File: config.mk
export PLATFORM = sky130hd
export DESIGN_NAME = roulette_wheel_spinner
export DESIGN_NICKNAME = d
export VERILOG_FILES = /design/src/rtl/roulette_wheel_spinner.sv
export SDC_FILE = /design/constraint.sdc
export NUM_CORES = 1
export LEC_CHECK = 0
export ABC_AREA = 1
export BUFFER_PORTS_ARGS = -buffer_cell sky130_fd_sc_hd__clkbuf_2
export CAP_MARGIN = 10
export CORE_ASPECT_RATIO = 0.75
export CORE_MARGIN = 5
export CORE_UTILIZATION = 30
export CTS_BUF_LIST = sky130_fd_sc_hd__clkbuf_4 sky130_fd_sc_hd__clkbuf_8
export CTS_CLUSTER_DIAMETER = 120
export DETAILED_ROUTE_END_ITERATION = 6
export HOLD_SLACK_MARGIN = 0.05
export PLACE_DENSITY = 0.44
export SYNTH_ARGS = -nofsm -noshare
export SYNTH_HDL_FRONTEND = slang
export SYNTH_SLANG_ARGS = --single-unit
File: constraint.sdc
create_clock -name clk -period 2.9 [get_ports clk]
set_clock_uncertainty 0.15 [all_clocks]
set_input_delay 0.58 -clock clk [delete_from_list [all_inputs] [get_ports clk]]
set_output_delay 0.58 -clock clk [all_outputs]
set_load 0.02 [all_outputs]
File: src/rtl/roulette_wheel_spinner.sv
// Roulette spinner: free-running LFSR picks extra steps, animated ball decelerates, result held until acked.
// Latency: STEP_BASE*(SPIN_STEPS+extra) + STEP_BASE*sum(k+1, k=1..SLOW_STEPS) cycles from accept to result_valid.
// Backpressure: result held in PRESENT until result_ack; spin_req outside IDLE is dropped. Option: ROULETTE_GREEN_ZERO_EN.
module roulette_wheel_spinner #(
    parameter int          SPIN_STEPS = 32,
    parameter int          SLOW_STEPS = 8,
    parameter int          STEP_BASE  = 4,
    parameter logic [15:0] LFSR_SEED  = 16'hACE1
) (
    input  logic       clk,
    input  logic       reset,
    input  logic       spin_req,
    input  logic       result_ack,
    output logic       spin_busy,
    output logic       result_valid,
    output logic [4:0] randnum,
    output logic       parity,
    output logic [4:0] ball_pos,
    output logic       result_green
);

    localparam int LEN_MAX   = STEP_BASE * (SLOW_STEPS + 1);
    localparam int LEN_W     = $clog2(LEN_MAX + 1);
    localparam int STEPS_MAX = (SPIN_STEPS + 31 > SLOW_STEPS) ? SPIN_STEPS + 31 : SLOW_STEPS;
    localparam int STEPS_W   = $clog2(STEPS_MAX + 1);

    localparam logic [LEN_W-1:0]   BASE_LEN  = LEN_W'(STEP_BASE);
    localparam logic [LEN_W-1:0]   BASE_LEN2 = LEN_W'(2 * STEP_BASE);
    localparam logic [STEPS_W-1:0] SPIN_N    = STEPS_W'(SPIN_STEPS);
    localparam logic [STEPS_W-1:0] SLOW_N    = STEPS_W'(SLOW_STEPS);
    localparam logic [15:0]        SEED      = (LFSR_SEED == 16'd0) ? 16'hACE1 : LFSR_SEED;
    localparam logic [15:0]        TAPS      = 16'hB400;

    typedef enum logic [1:0] {IDLE, SPIN, SLOW, PRESENT} state_t;

    state_t               state, state_nxt;
    logic [15:0]          lfsr, lfsr_nxt;
    logic [LEN_W-1:0]     cyc_cnt, step_len;
    logic [STEPS_W-1:0]   steps_left;
    logic [4:0]           ball_nxt;
    logic                 step_end, last_step, final_parity;

    // Galois form of x^16+x^14+x^13+x^11+1, shifting right
    assign lfsr_nxt  = lfsr[0] ? ((lfsr >> 1) ^ TAPS) : (lfsr >> 1);
    assign ball_nxt  = ball_pos + 5'd1;
    assign step_end  = (cyc_cnt == step_len - LEN_W'(1));
    assign last_step = (steps_left == STEPS_W'(1));

`ifdef ROULETTE_GREEN_ZERO_EN
    assign final_parity = (ball_nxt == 5'd0) ? 1'b0 : ~ball_nxt[0];
`else
    assign final_parity = ~ball_nxt[0];
`endif

    always_ff @(posedge clk or posedge reset) begin
        if (reset) begin
            state <= IDLE;
        end else begin
            state <= state_nxt;
        end
    end

    always_comb begin
        state_nxt = state;
        case (state)
            IDLE:    if (spin_req)              state_nxt = SPIN;
            SPIN:    if (step_end && last_step) state_nxt = SLOW;
            SLOW:    if (step_end && last_step) state_nxt = PRESENT;
            PRESENT: if (result_ack)            state_nxt = IDLE;
            default:                            state_nxt = IDLE;
        endcase
    end

    always_comb begin
        spin_busy    = 1'b0;
        result_valid = 1'b0;
        result_green = 1'b0;
        case (state)
            SPIN, SLOW: spin_busy = 1'b1;
            PRESENT: begin
                result_valid = 1'b1;
`ifdef ROULETTE_GREEN_ZERO_EN
                result_green = (randnum == 5'd0);
`endif
            end
            default: ;
        endcase
    end

    // step_len grows by STEP_BASE per slow step, so no multiplier is needed
    always_ff @(posedge clk or posedge reset) begin
        if (reset) begin
            lfsr       <= SEED;
            ball_pos   <= 5'd0;
            randnum    <= 5'd0;
            parity     <= 1'b1;
            cyc_cnt    <= '0;
            step_len   <= BASE_LEN;
            steps_left <= '0;
        end else begin
            lfsr <= lfsr_nxt;
            case (state)
                IDLE: begin
                    if (spin_req) begin
                        cyc_cnt    <= '0;
                        step_len   <= BASE_LEN;
                        steps_left <= SPIN_N + STEPS_W'(lfsr[4:0]);
                    end
                end
                SPIN, SLOW: begin
                    if (step_end) begin
                        cyc_cnt  <= '0;
                        ball_pos <= ball_nxt;
                        if (!last_step) begin
                            steps_left <= steps_left - STEPS_W'(1);
                            if (state == SLOW) begin
                                step_len <= step_len + BASE_LEN;
                            end
                        end else if (state == SPIN) begin
                            steps_left <= SLOW_N;
                            step_len   <= BASE_LEN2;
                        end else begin
                            randnum <= ball_nxt;
                            parity  <= final_parity;
                        end
                    end else begin
                        cyc_cnt <= cyc_cnt + LEN_W'(1);
                    end
                end
                default: ;
            endcase
        end
    end

endmodule

## Yosys cells after proc, flatten, opt, wreduce, memory -nomap -nowiden

Cells that the tools add are included.

| storage, ports and cells | value |
|---|---|
| register bits | 47 |
| input port bits | 4 |
| output and inout port bits | 14 |

| cells by class | value |
|---|---|
| add/sub/neg operators | 6 |
| equality and inequality tests | 12 |
| mux-type cells | 21 |
| bitwise operators | 3 |
| reduce and logical (&&, ||, !) cells | 10 |

Operators with widths:

| operator | number |
|---|---|
| 6-bit 2-to-1 mux | 10 |
| 6-bit one-hot mux with 2 select lines | 3 |
| 16-bit 2-to-1 mux | 1 |
| 4-bit AND reduction | 3 |
| 6-bit by 1-bit subtractor with 6-bit output (second input constant) | 2 |
| 2-bit != test (second input constant) | 5 |
| 2-bit 2-to-1 mux | 4 |
| 2-bit one-hot mux with 4 select lines | 1 |
| 6-bit by 1-bit adder with 6-bit output (second input constant) | 1 |
| 6-bit by 3-bit adder with 6-bit output (second input constant) | 1 |
| 6-bit by 5-bit adder with 6-bit output (first input constant) | 1 |
| 6-bit by 1-bit == test with 1-bit output (second input constant) | 1 |
| 6-bit == test | 1 |
| 3-bit != test (second input constant) | 2 |
| 5-bit by 1-bit adder with 5-bit output (second input constant) | 1 |
| 5-bit AND reduction | 1 |
| 2-bit == test (second input constant) | 2 |
| 3-bit NOT with 4-bit output | 1 |
| 2-bit AND reduction | 2 |
| 2-bit by 1-bit == test with 1-bit output (second input constant) | 1 |
| 2-bit zero test | 1 |
| 1-bit 2-to-1 mux | 2 |
| 1-bit NOT | 2 |
| 2-bit nonzero test | 1 |
| 2 further kinds | 2 |

## Longest topological paths before layout

Gate-level depths: netlist (run 1).

| depth | value |
|---|---|
| depth in word-level cells | 5 |
| depth in mapped cells | 13 |

## Least setup slack after synthesis (run 1)

Ideal clock, no wire load.

| path | value |
|---|---|
| path kind | reg2reg |
| from | register step_len[2] |
| to | register cyc_cnt[2] |
| library setup time | 124 ps |
| arrival time | 1,680 ps |
| data required time | 2,626 ps |
| path slack | 946 ps |
| cell stages (with the launch flop) | 13 |
| cell sequence | dfstp_2 inv_1 ha_1 inv_1 nand2_1 nand2_1 nand2_1 nor2_4 nand2_4 nand2_4 inv_1 nor2_2 a21oi_1 |

| on the way | value |
|---|---|
| longest elaborated chain between the ends | 4 |

RTL lines:

| what | RTL line | RTL |
|---|---|---|
| start: declaration | 38 | `logic [LEN_W-1:0] cyc_cnt, step_len;` |
| start signal: assignment | 117 | `step_len <= step_len + BASE_LEN;` |
| 6-bit by 1-bit subtractor with 6-bit output | 46 | `assign step_end = (cyc_cnt == step_len - LEN_W'(1));` |
| 6-bit == test | 46 |  |
| 6-bit 2-to-1 mux | 111 | `if (step_end) begin` |
| 6-bit one-hot mux with 2 select lines | 102 | `case (state)` |
| end signal: assignment | 127 | `cyc_cnt <= cyc_cnt + LEN_W'(1);` |
| end: declaration | 38 |  |

Every way passes these cells.
A chain may end at the register's enable or synchronous reset.

## Worst setup path after layout (run 1)

| path | value |
|---|---|
| from | register state[1] |
| to | output spin_busy |

| on the way | value |
|---|---|
| longest elaborated chain between the ends | 3 |

RTL lines:

| what | RTL line | RTL |
|---|---|---|
| start: declaration | 36 | `state_t state, state_nxt;` |
| start signal: assignment | 59 | `state <= state_nxt;` |
| 2-bit == test or 2-bit by 1-bit == test with 1-bit output (tied branches) | 78 | `case (state)` |
| 2-bit OR reduction * | 78 |  |
| 1-bit 2-to-1 mux * | 78 |  |
| end: declaration | 14 | `output logic spin_busy,` |

Mark *: on every way between the ends. The rest lies on a longest branch, timed or not.

==> results of run 1 <==
## routing by layer
| layer | GRT usage | vias to the layer above |
|---|---|---|
| li1 | - | 833 |
| met1 | 0.143 | 749 |
| met2 | 0.154 | 14 |
| met3 | 0.0299 | 2 |
| met4 | 0.0168 | 0 |
| met5 | 0 | - |
## registers in the layout, summed over array words and instances (netlist names)
register and flops:
lfsr 16, cyc_cnt 6, steps_left 6, ball_pos 5, randnum 5, step_len 4, state 2, parity 1
## synthesized netlist by cell type (2+ instances only)
library cell  number  area (um^2)
nand2_1           79          297
or2_2              2         12.5
o21bai_2           2         22.5
o21ai_0           11         55.1
inv_1             24         90.1
dfstp_2           10          263
nand4_1            4         25.0
xor2_1            13          114
nand3_4            2         35.0
inv_2              3         11.3
dfrtp_1           35          876
nand2_4            2         22.5
nand3_1           14         70.1
buf_4              2         15.0
clkinv_1           2         7.51
a21oi_1            2         10.0
xnor2_1            3         26.3
o21ai_1            2         10.0
ha_1              12          150
nor2_1            17         63.8
nor2_4             2         22.5
## power by group
group	internal, mW	leakage, nW	total (mW)	switching [mW]
Clock	0.347	0.0687	0.570	0.223
Sequential	0.733	0.578	0.843	0.110
Combinational	0.416	0.713	1.19	0.775
## stage by stage
step / area [um^2] / util
after floorplan: 2280 / -
final: 2620 / 0.356
after CTS: 2620 / 0.356
after global routing: 2620 / 0.356
after detailed placement: 2490 / 0.338
after global placement: 2490 / 0.338
## how the worst min path moves through the flow
stage                              end  slack, ns  depth (start not counted)
finish               lfsr[9]$_DFF_PP0_       0.07                          2
global route         lfsr[9]$_DFF_PP0_       0.07                          2
CTS                  lfsr[8]$_DFF_PP0_       0.06                          2
detailed placement   lfsr[7]$_DFF_PP1_       0.19                          0
global placement    lfsr[11]$_DFF_PP1_       0.18                          0
floorplan            lfsr[8]$_DFF_PP0_       0.18                          0
## layout by cell type (no fill, tap or decap), types with 4 or more instances in the layout
master	instances
clkbuf_8	5
inv_2	4
dfstp_2	10
nor2_1	17
nand2_1	79
nand3_1	14
o21ai_0	11
clkbuf_2	16
ha_1	12
inv_1	23
xor2_1	13
nand4_1	4
dfrtp_1	35
## final cells by class
cell class / instances / area (um^2)
Fill cell: 802 / 4740
Sequential cell: 45 / 1140
Multi-Input combinational cell: 176 / 1000
Tap cell: 101 / 126
Inverter: 30 / 115
Timing Repair Buffer: 19 / 103
Clock buffer: 5 / 68.8
Clock inverter: 3 / 68.8
## critical path, cell delays in order, from the launching register on
cell,delay (ns)
dfrtp_1,0.41
inv_1,0.09
ha_1,0.43
buf_4,0.19
clkbuf_2,0.17
## kinds of logic after synthesis
logic type / count (synthesis) / share of synthesized area
simple gates: 128 / 0.262
flops: 45 / 0.500
buf+inv: 33 / 0.0593
compound gates: 19 / 0.0495
xor+xnor: 16 / 0.0615
fa+ha+maj: 12 / 0.0659
other cells: 1 / 0.00165
==> metrics.yaml, run 1 <==
outcome:
  status: "finished, final reports clean"
final_layout:
  n_antenna_cell: 0
  layout-drive-gt1-share: 0.205
  fin_cells: 379
  area_growth_pct: 15.2
  nNetsFinal: 293
routing:
  wl_met1_mm: 2.39
  route.met3.wl_um: 113
  wl_per_cell_um: 11.6
  first_pass_iters: 5
  drc: 0
  ant_nets: 0
  top_layer: "met4"
  wl_met2_mm: 1.88
  via_per_inst: 4.22
  vias: 1598
  drt-total-wl_mm: 4.40
  drt_iter0_drc: 25
floorplan:
  core_um2: 7360
  rows: 27
  num_io_pins: 18
  die_area_um2: 9450
  die_x_um: 111
  die_h_um: 85.5
  start_util: 0.309
critical_path:
  crit_end: "spin_busy"
  crit_start: "state[1]$_DFFE_PP0P_"
  worstSetupPathType: "reg2out"
  critPathCaptureType: "output pin"
  reg2reg_setup_slack_ns: 0.74
  cp.arrival_ns: 1.59
  crit_path_start_kind: "flip-flop"
  critPathRequiredTime_ns: 2.17
  crit_fanout: 6
  r2r-start: "step_len[2]$_DFFE_PP1P_"
  reg2regPathDepth: 13
  r2r-end: "steps_left[1]$_DFFE_PP0P_"
clock_network:
  post-cts-setup-buffers: 0
  insertion_delay_ns: 0.29
  clockRootBuffer: "clkbuf_8"
  hold_buffers: 0
  htreeDepth: 2
  cts_tree: "done"
  ctsResizeCount: 0
  clkTransAtPathRegs_ns: 0.09
  clock_path_buffers: 2
  numClockSinks: 45
  cts_buffers: 5
placement:
  hpwl_mm: 3.36
  dp_cells: 371
  place.gp.congestion: 0.733
  dp_slack_ns: 0.739
  port-buffer-count: 16
power_and_ir_drop:
  p_per_area_nw_per_um2: 993
  p_leak_nw: 1.36
  finalPower_mw: 2.60
  ir_drop_v: 0.000419
sta:
  setup_slack_ns: 0.584
  fmax_mhz: 432
  finalSetupTns_ns: 0
  min_period_ns: 2.32
  whs_ns: 0.0657
  rsz0062_at_grt: "false"
  setup_violations: 0
  finalCritPeriodShare: 0.799
  finalHoldViolCount: 0
  slew_violations: 0
logic_synthesis:
  async_flop_share: 1.00
  syn-num-nets: 270
  syn_avg_cell_area_um2: 8.97
  synth_edf_count: 0
  synth_cells: 254
  yosysUniqueCellTypes: 32
  yosysSeqAreaShare: 0.500
  syn_area_um2: 2280
  yosysWarnings: 0
  synth_seq_cells: 45
  synth_ff_type: "dfrtp_1"
flow_run:
  cap_violations: 0
global_routing:
  grt_max_degree: 17
  grt_usage: 0.101
  grt_remaining_overflow: 0
  grt_pass1_vias: 1600
  grt_pass1_wl_mm: 7.85
  grt_antenna_before_repair: 0
min_path:
  hold_path_class: "in2async"
No activity file was read; power rests on OpenSTA's default activity.
==> run 2, diff against run 1 <==
==> constraint.sdc (replaced) <==
create_clock -name clk -period 2.25 [get_ports clk]
set_clock_uncertainty 0.15 [all_clocks]
set_input_delay 0.45 -clock clk [delete_from_list [all_inputs] [get_ports clk]]
set_output_delay 0.45 -clock clk [all_outputs]
set_load 0.02 [all_outputs]
==> metrics.yaml, run 2 (synthesis gave the netlist of run 1 again) <==
critical_path:
  crit_fanout: 6
  critPathRequiredTime_ns: 1.65
  worstSetupPathType: "reg2out"
  critPathCaptureType: "output pin"
  cp.arrival_ns: 1.54
  crit_path_start_kind: "flip-flop"
clock_network:
  clkTransAtPathRegs_ns: 0.09
  numClockSinks: 45
  cts_buffers: 5
  htreeDepth: 2
  insertion_delay_ns: 0.30
  clock_path_buffers: 2
  post-cts-setup-buffers: 0
  cts_tree: "done"
  clockRootBuffer: "clkbuf_8"
power_and_ir_drop:
  p_leak_nw: 1.35
  ir_drop_v: 0.000480
  finalPower_mw: 3.20
  p_per_area_nw_per_um2: 1230
final_layout:
  largest_reg_flops: 16
  nNetsFinal: 297
  final_common_cell: "nand2_1"
  stdcell_area_um2: 2610
  post-route-util: 0.355
  n_antenna_cell: 0
  layout-drive-gt1-share: 0.216
  reg.largest.list: "lfsr (16), cyc_cnt (6), steps_left (6)"
  layout_common_cells: "nand2_1 (79), dfrtp_1 (35), inv_1 (23)"
  fin_cells: 383
  regMostFlops: "lfsr"
  area_growth_pct: 14.7
routing:
  drt_iter0_drc: 35
  route.met3.wl_um: 117
  first_pass_iters: 4
  wl_met1_mm: 2.42
  drt-total-wl_mm: 4.34
  wl_per_cell_um: 11.3
  drc: 0
  via_per_inst: 4.24
  top_layer: "met4"
  wl_met2_mm: 1.75
  ant_nets: 0
  vias: 1623
sta:
  finalHoldViolCount: 0
  fmax_mhz: 467
  min_period_ns: 2.14
  finalSetupTns_ns: 0
  slew_violations: 0
  rsz0062_at_grt: "false"
  setup_violations: 0
  finalCritPeriodShare: 0.952
global_routing:
  grt_pass1_wl_mm: 7.51
  grt_antenna_before_repair: 0
  grt_usage: 0.0975
  grt_remaining_overflow: 0
  grt_max_degree: 23
  grt_pass1_vias: 1560
min_path:
  hold_path_class: "reg2reg"
floorplan:
  num_io_pins: 18
  rows: 27
  core_um2: 7360
  start_util: 0.309
  die_h_um: 85.5
  die_x_um: 111
  die_area_um2: 9450
placement:
  port-buffer-count: 16
  dp_cells: 374
  hpwl_mm: 3.28
  place.gp.congestion: 0.760
  placed_area_um2: 2510
outcome:
  status: "finished, final reports clean"
flow_run:
  cap_violations: 0
run 2: cell count changes in the layout (fill, tap and decap cells not counted), sizes merged:
cell / delta
clkinvlp: +1
clkinv: +1
dlygate4sd3: +1
buf: +3
bufinv: -2
run 2: through the flow:
step                setup slack [ns]  hold WS (ns)
floorplan                      0.296         0.181
global placement               0.199         0.184
detailed placement             0.189         0.189
CTS                           0.0475         0.213
global route                  0.0230         0.218
finish                         0.107         0.208
run 2: cell type report:
type,instances,area (um^2)
clock buffer,5,68.8
clock inverter,3,21.3
fill,776,4750
inverter,30,115
multi-input combinational,176,1010
sequential,45,1140
tap,101,126
timing repair buffer,23,135
run 2: final timing paths:
check | from | endpoint | slack (ns) | cells after the start
worst max register to register | step_len[2]$_DFFE_PP1P_ | randnum[2]$_DFFE_PP0P_ | 0.20 | 13
max in group asynchronous | reset | step_len[2]$_DFFE_PP1P_ | 0.80 | 4
worst min register to register | lfsr[7]$_DFF_PP1_ | lfsr[6]$_DFF_PP1_ | 0.21 | 0
min in group asynchronous | reset | randnum[2]$_DFFE_PP0P_ | 0.53 | 3
worst min-delay path | lfsr[7]$_DFF_PP1_ | lfsr[6]$_DFF_PP1_ | 0.21 | 0
worst max-delay path | state[0]$_DFFE_PP0P_ | spin_busy | 0.11 | 4
run 2: report_power, final:
group,switching [mW],internal (mW)
Clock,0.295,0.221
Combinational,1.01,0.603
Sequential,0.125,0.944
run 2: critical path, stage by stage (launching register included):
cell and delay [ns]:
dfrtp_1 0.40, inv_1 0.10, ha_2 0.41, buf_4 0.16, clkbuf_2 0.17
run 2: repair_timing:
| item | CTS | global route |
|---|---|---|
| endpoints found under the hold margin | 13 | 0 |
| endpoints found under the setup margin | 0 | 1 |
| hold buffers | 1 | 0 |
| gates resized for setup | 0 | 1 |
run 2: per-layer routing:
layer	GRT usage	up-vias
met5	0	-
met4	0.0302	0
met3	0.0285	7
met2	0.139	16
met1	0.141	757
li1	-	843
